### config.mk
export PLATFORM = sky130hd
export DESIGN_NAME = wb_write_arbiter
export DESIGN_NICKNAME = d
export VERILOG_FILES = /design/src/rtl/wb_write_arbiter.sv
export SDC_FILE = /design/constraint.sdc
export NUM_CORES = 1
export LEC_CHECK = 0
export CAP_MARGIN = 5
export CORE_MARGIN = 2
export CORE_UTILIZATION = 68
export DETAILED_ROUTE_END_ITERATION = 10
export DONT_BUFFER_PORTS = 1
export GPL_ROUTABILITY_DRIVEN = 0
export PLACE_DENSITY = 0.85
export SYNTH_ARGS = -nofsm -noshare
export SYNTH_HDL_FRONTEND = slang
export SYNTH_SLANG_ARGS = --single-unit
### constraint.sdc
create_clock -name clk -period 7 [get_ports clk]
set_clock_uncertainty 0.2 [all_clocks]
set_input_delay 0.35 -clock clk [delete_from_list [all_inputs] [get_ports clk]]
set_output_delay 0.35 -clock clk [all_outputs]
set_load 0.005 [all_outputs]
### src/rtl/wb_write_arbiter.sv
// Writeback arbiter: merges pipeline WB and a FIFO-buffered long-latency source onto the
// register-file write port, with starvation forcing and a busy scoreboard. Optional macro: WB_ARB_BYPASS_EN.
module wb_write_arbiter #(
    parameter int XLEN         = 32,
    parameter int DEPTH        = 4,
    parameter int STARVE_LIMIT = 8
) (
    input  logic            clk,
    input  logic            reset,
    input  logic            wb_valid,
    input  logic [4:0]      wb_rd,
    input  logic [XLEN-1:0] wb_data,
    input  logic            lu_valid,
    output logic            lu_ready,
    input  logic [4:0]      lu_rd,
    input  logic [XLEN-1:0] lu_data,
    input  logic            iss_valid,
    input  logic [4:0]      iss_rd,
`ifdef WB_ARB_BYPASS_EN
    input  logic [4:0]      rs1,
    input  logic [4:0]      rs2,
    input  logic [XLEN-1:0] rf_rdata1,
    input  logic [XLEN-1:0] rf_rdata2,
    output logic [XLEN-1:0] byp_rdata1,
    output logic [XLEN-1:0] byp_rdata2,
`endif
    output logic            stall_req,
    output logic [31:0]     busy,
    output logic            RegWrite,
    output logic [4:0]      WriteReg,
    output logic [XLEN-1:0] WriteData
);
    localparam int PTR_W = (DEPTH > 1) ? $clog2(DEPTH) : 1;
    localparam int CNT_W = PTR_W + 1;
    localparam int STV_W = $clog2(STARVE_LIMIT + 1);

    logic [4:0]      fifo_rd_q   [DEPTH];
    logic [XLEN-1:0] fifo_data_q [DEPTH];
    logic [PTR_W-1:0] wr_ptr_q, wr_ptr_d, rd_ptr_q, rd_ptr_d;
    logic [CNT_W-1:0] count_q, count_d;
    logic [STV_W-1:0] starve_q, starve_d;
    logic [31:0]      busy_q, busy_d;
    logic             regwrite_q, regwrite_d;
    logic [4:0]       write_reg_q, write_reg_d;
    logic [XLEN-1:0]  write_data_q, write_data_d;

    logic fifo_empty, fifo_full, force_pop, wb_sel, pop, push;
    logic [4:0]      head_rd;
    logic [XLEN-1:0] head_data;

    assign fifo_empty = (count_q == '0);
    assign fifo_full  = (count_q == CNT_W'(DEPTH));
    assign lu_ready   = !fifo_full && !reset;
    // rd==0 results are acknowledged to the source but never stored.
    assign push       = lu_valid && lu_ready && (lu_rd != 5'd0);
    assign head_rd    = fifo_rd_q[rd_ptr_q];
    assign head_data  = fifo_data_q[rd_ptr_q];
    assign force_pop  = (starve_q == STV_W'(STARVE_LIMIT)) && !fifo_empty;
    assign wb_sel     = !force_pop && wb_valid && (wb_rd != 5'd0);
    assign pop        = force_pop || (!wb_sel && !fifo_empty);
    assign stall_req  = force_pop;

    always_comb begin
        regwrite_d   = 1'b0;
        write_reg_d  = write_reg_q;
        write_data_d = write_data_q;
        wr_ptr_d     = push ? wr_ptr_q + PTR_W'(1) : wr_ptr_q;
        rd_ptr_d     = pop  ? rd_ptr_q + PTR_W'(1) : rd_ptr_q;
        count_d      = count_q;
        starve_d     = starve_q;
        if (pop) begin
            regwrite_d   = 1'b1;
            write_reg_d  = head_rd;
            write_data_d = head_data;
        end else if (wb_sel) begin
            regwrite_d   = 1'b1;
            write_reg_d  = wb_rd;
            write_data_d = wb_data;
        end
        if (push && !pop) begin
            count_d = count_q + CNT_W'(1);
        end else if (pop && !push) begin
            count_d = count_q - CNT_W'(1);
        end
        if (pop || fifo_empty) begin
            starve_d = '0;
        end else if (starve_q != STV_W'(STARVE_LIMIT)) begin
            starve_d = starve_q + STV_W'(1);
        end
    end

    // Per-register scoreboard: an issue in the same cycle as the retiring pop keeps the flag set.
    assign busy_d[0] = 1'b0;
    generate
        for (genvar gi = 1; gi < 32; gi++) begin : g_busy
            assign busy_d[gi] = (iss_valid && (iss_rd == 5'(gi))) ||
                                (busy_q[gi] && !(pop && (head_rd == 5'(gi))));
        end
    endgenerate

    always_ff @(posedge clk) begin
        if (reset) begin
            wr_ptr_q     <= '0;
            rd_ptr_q     <= '0;
            count_q      <= '0;
            starve_q     <= '0;
            busy_q       <= '0;
            regwrite_q   <= 1'b0;
            write_reg_q  <= '0;
            write_data_q <= '0;
        end else begin
            wr_ptr_q     <= wr_ptr_d;
            rd_ptr_q     <= rd_ptr_d;
            count_q      <= count_d;
            starve_q     <= starve_d;
            busy_q       <= busy_d;
            regwrite_q   <= regwrite_d;
            write_reg_q  <= write_reg_d;
            write_data_q <= write_data_d;
        end
    end

    always_ff @(posedge clk) begin
        if (push) begin
            fifo_rd_q[wr_ptr_q]   <= lu_rd;
            fifo_data_q[wr_ptr_q] <= lu_data;
        end
    end

    assign busy      = busy_q;
    assign RegWrite  = regwrite_q;
    assign WriteReg  = write_reg_q;
    assign WriteData = write_data_q;

`ifdef WB_ARB_BYPASS_EN
    assign byp_rdata1 = (regwrite_q && (write_reg_q == rs1) && (rs1 != 5'd0)) ? write_data_q : rf_rdata1;
    assign byp_rdata2 = (regwrite_q && (write_reg_q == rs2) && (rs2 != 5'd0)) ? write_data_q : rf_rdata2;
`endif
endmodule
==> results.sh <==
export IMPL_drtIter0Drc=826
export IMPL_first_pass_iters=6
export IMPL_worstSetupPathType="flop to flop"
export IMPL_grt_use_met3=0.07613
export IMPL_cts_root_buffer_cell="clkbuf_16"
export IMPL_dp_cells=750
export IMPL_worst_hold_path_num_cells=2
export IMPL_fillCellCount=649
export IMPL_whs_endpoint="busy[7]"
export IMPL_relSlewSlack=0.2308
export IMPL_synth_yosys_seq_area_share=0.6511
export IMPL_drv_slew=0
export IMPL_clk_path_buf_depth=3
export IMPL_clk_latency_ns=0.51
export IMPL_clkPwrFrac=0.347
export IMPL_vdd_drop_max_v=0.0002591
export IMPL_internal_power_mw=2.665
export IMPL_core_area_um2=13350
export IMPL_postSynthCellCount=617
export IMPL_p_sw_mw=1.001
export IMPL_dpl_cell_area_um2=9382
export IMPL_grt_pass1_vias=6440
export IMPL_leakage_nw=3.591
export IMPL_drive_above_1_share=0.1536
export IMPL_ant_nets=0
export IMPL_rsz0062_at_grt="false"
export IMPL_p_sw_frac=0.2731
export IMPL_period_minus_slack_ns=2.932
export IMPL_cts_max_level=1
export IMPL_synthDistinctLibCells=52
export IMPL_die_y_um=121.2
export IMPL_tightestPinTransition_ns=1.154
export IMPL_grt_busiest_layer="met2"
export IMPL_hold_class="input pin to flop"
export IMPL_numPortBuffers=0
export IMPL_yosys_warnings=0
export IMPL_syn_num_nets=709
export IMPL_num_antenna_cells=0
export IMPL_drt_wl_total_um=23160
export IMPL_hold_violations=0
export IMPL_p_comb_frac=0.183
export IMPL_grtUsageTotal=0.3196
export IMPL_r2r_end="busy[19]"
export IMPL_run_status="completed"
export IMPL_drc=0
export IMPL_crit_fanout=41
export IMPL_fin_area_um2=11030
export IMPL_fmax_ghz=0.3411
export IMPL_cts_sinks=230
export IMPL_grt_use_met1=0.3919
export IMPL_synth_seq_cells=230
export IMPL_nNetsFinal=778
export IMPL_die_w_um=121.2
export IMPL_p_total_mw=3.667
export IMPL_vias_per_cell=7.001
export IMPL_power_density_nw_per_um2=332.3
export IMPL_cts_buffers=23
export IMPL_die_area_um2=14700
export IMPL_synth_edff_count=148
export IMPL_finalCritPeriodShare=0.4188
export IMPL_worstHoldStart="iss_rd[2]"
export IMPL_regToRegSetupSlack_ns=4.07
export IMPL_area_growth_pct=18.03
export IMPL_num_rows=42
export IMPL_wl_per_cell_um=26.35
export IMPL_clkSlewWorstSetupHoldPaths_ns=0.06
export IMPL_use_met2=0.5509
export IMPL_seq_power_share=0.470
export IMPL_dp_hpwl_um=11650
export IMPL_fin_util=0.8266
export IMPL_cp_arrival_ns=3.10
export IMPL_num_io_pins=156
export IMPL_cp_start_kind="flop"
export IMPL_setup_viol=0
export IMPL_grt_max_degree=73
export IMPL_max_cap_violations=0
export IMPL_start_util=0.7003
export IMPL_grt_pass1_wl_um=35460
export IMPL_ys_flop_type="edfxtp_1"
export IMPL_fin_setup_tns_ns=0
export IMPL_synth_area_per_cell_um2=15.15
export IMPL_critPathCaptureType="flop"
export IMPL_global_route_overflow_total=0
export IMPL_cts_tree="yes"
export IMPL_antenna_found_initial=0
export IMPL_r2r_cells=4
export IMPL_cp_required_ns=7.17
export IMPL_async_flop_share=0
export IMPL_num_vias=6154
export IMPL_layout_commonest_cell="edfxtp_1"
export IMPL_fin_cells=879
export IMPL_netlist_area_um2=9348
export IMPL_post_cts_buffers=0
export IMPL_layout_common_cells="edfxtp_1, dlygate4sd3_1, dfxtp_1"
worst max path at each step:
stage,endpoint,slack (ns),depth (start not counted)
after detailed placement,busy[19],4.14,4
after global placement,busy[27],4.16,4
after CTS,busy[5],4.10,4
final,busy[19],4.07,4
after global routing,busy[6],3.95,5
after floorplan,fifo_data_q[0][0],4.37,5
power by group through the flow:
stage | sequential (mW) | combinational, mW | clock, mW
global placement | 1.73 | 0.570 | 0
floorplan | 1.70 | 0.503 | 0
finish | 1.73 | 0.671 | 1.27
global route | 1.74 | 0.722 | 1.32
detailed placement | 1.74 | 0.589 | 0
CTS | 1.72 | 0.655 | 1.27
critical path, cell delays in order (launching register included):
cell and delay [ns]:
dfxtp_2 1.08, mux2_2 0.46, or4b_2 0.77, nand3_1 0.16, o211ai_1 0.10
registers in the layout (all words and copies together), names as in the netlist, named ones only:
signal,count
fifo_rd_q,20
starve_q,4
fifo_data_q,128
WriteData,32
RegWrite,1
rd_ptr_q,2
busy,31
count_q,3
wr_ptr_q,2
WriteReg,5
cells by family (layout without fill, tap and decap cells):
group                    after synthesis  in the layout  share of synthesized area
XOR/XNOR                               4              4                   0.003749
multiplexers                          45             45                    0.09436
buffers and inverters                 54            140                    0.02811
AO/OA/AOI/OAI                        115            115                     0.1008
flip-flops                           230            230                     0.6511
other                                  1              1                  0.0004012
AND/OR/NAND/NOR                      160            160                     0.1100
adder cells (fa/ha/maj)                8              8                    0.01151
through the flow:
| step | setup WS, ns | hold WS (ns) |
|---|---|---|
| global placement | 4.159 | 0.2241 |
| floorplan | 4.368 | 0.2297 |
| global route | 3.950 | 0.02538 |
| CTS | 4.097 | 0.01162 |
| finish | 4.068 | 0.03167 |
| detailed placement | 4.144 | 0.2219 |
layer usage:
| metal | wire (µm) | up-vias |
|---|---|---|
| met1 | 8214 | 3032 |
| met5 | 0 | - |
| li1 | - | 2617 |
| met3 | 2307 | 77 |
| met2 | 11930 | 428 |
| met4 | 711 | 0 |
cells in the mapped netlist (all sizes together), types with 2 or more instances:
cell     count  area [µm²]
a2111oi      2       17.52
a21oi        7       35.03
a221o       36       369.1
a31oi        3       18.77
and2         4       25.02
buf         24       150.1
clkbuf      24       90.09
dfxtp       82        1642
edfxtp     148        4444
ha           7       87.58
inv          6       22.52
mux2         5       56.30
mux2i        6       60.06
mux4        34       765.7
nand2        6       22.52
nand2b       3       18.77
nand3       30       150.1
nand3b       2       15.01
nand4        4       25.02
nand4b       5       43.79
nor2        15       56.30
nor2b       31       193.9
nor3         5       35.03
nor3b       35       274.0
o211ai      28       210.2
o21ai        4       23.77
o31ai       32       240.2
or3          5       32.53
or3b         2       17.52
or4          3       26.27
or4b         4       40.04
or4bb        2       22.52
xor2         3       26.28
cell type report:
class                      count  area [µm²]  area share
clock buffer                  28       594.3     0.05387
clock inverter                14       176.4     0.01599
inverter                       6       22.52    0.002041
multi-input combinational    333        3013      0.2731
sequential                   230        6088      0.5518
tap                          176       220.2     0.01996
timing repair buffer          92       918.4     0.08324
repair_timing:
action,CTS,global route
hold endpoints to repair,227,0
resized for setup,0,0
hold buffers,87,0
Power figures use the tool's default switching activity.
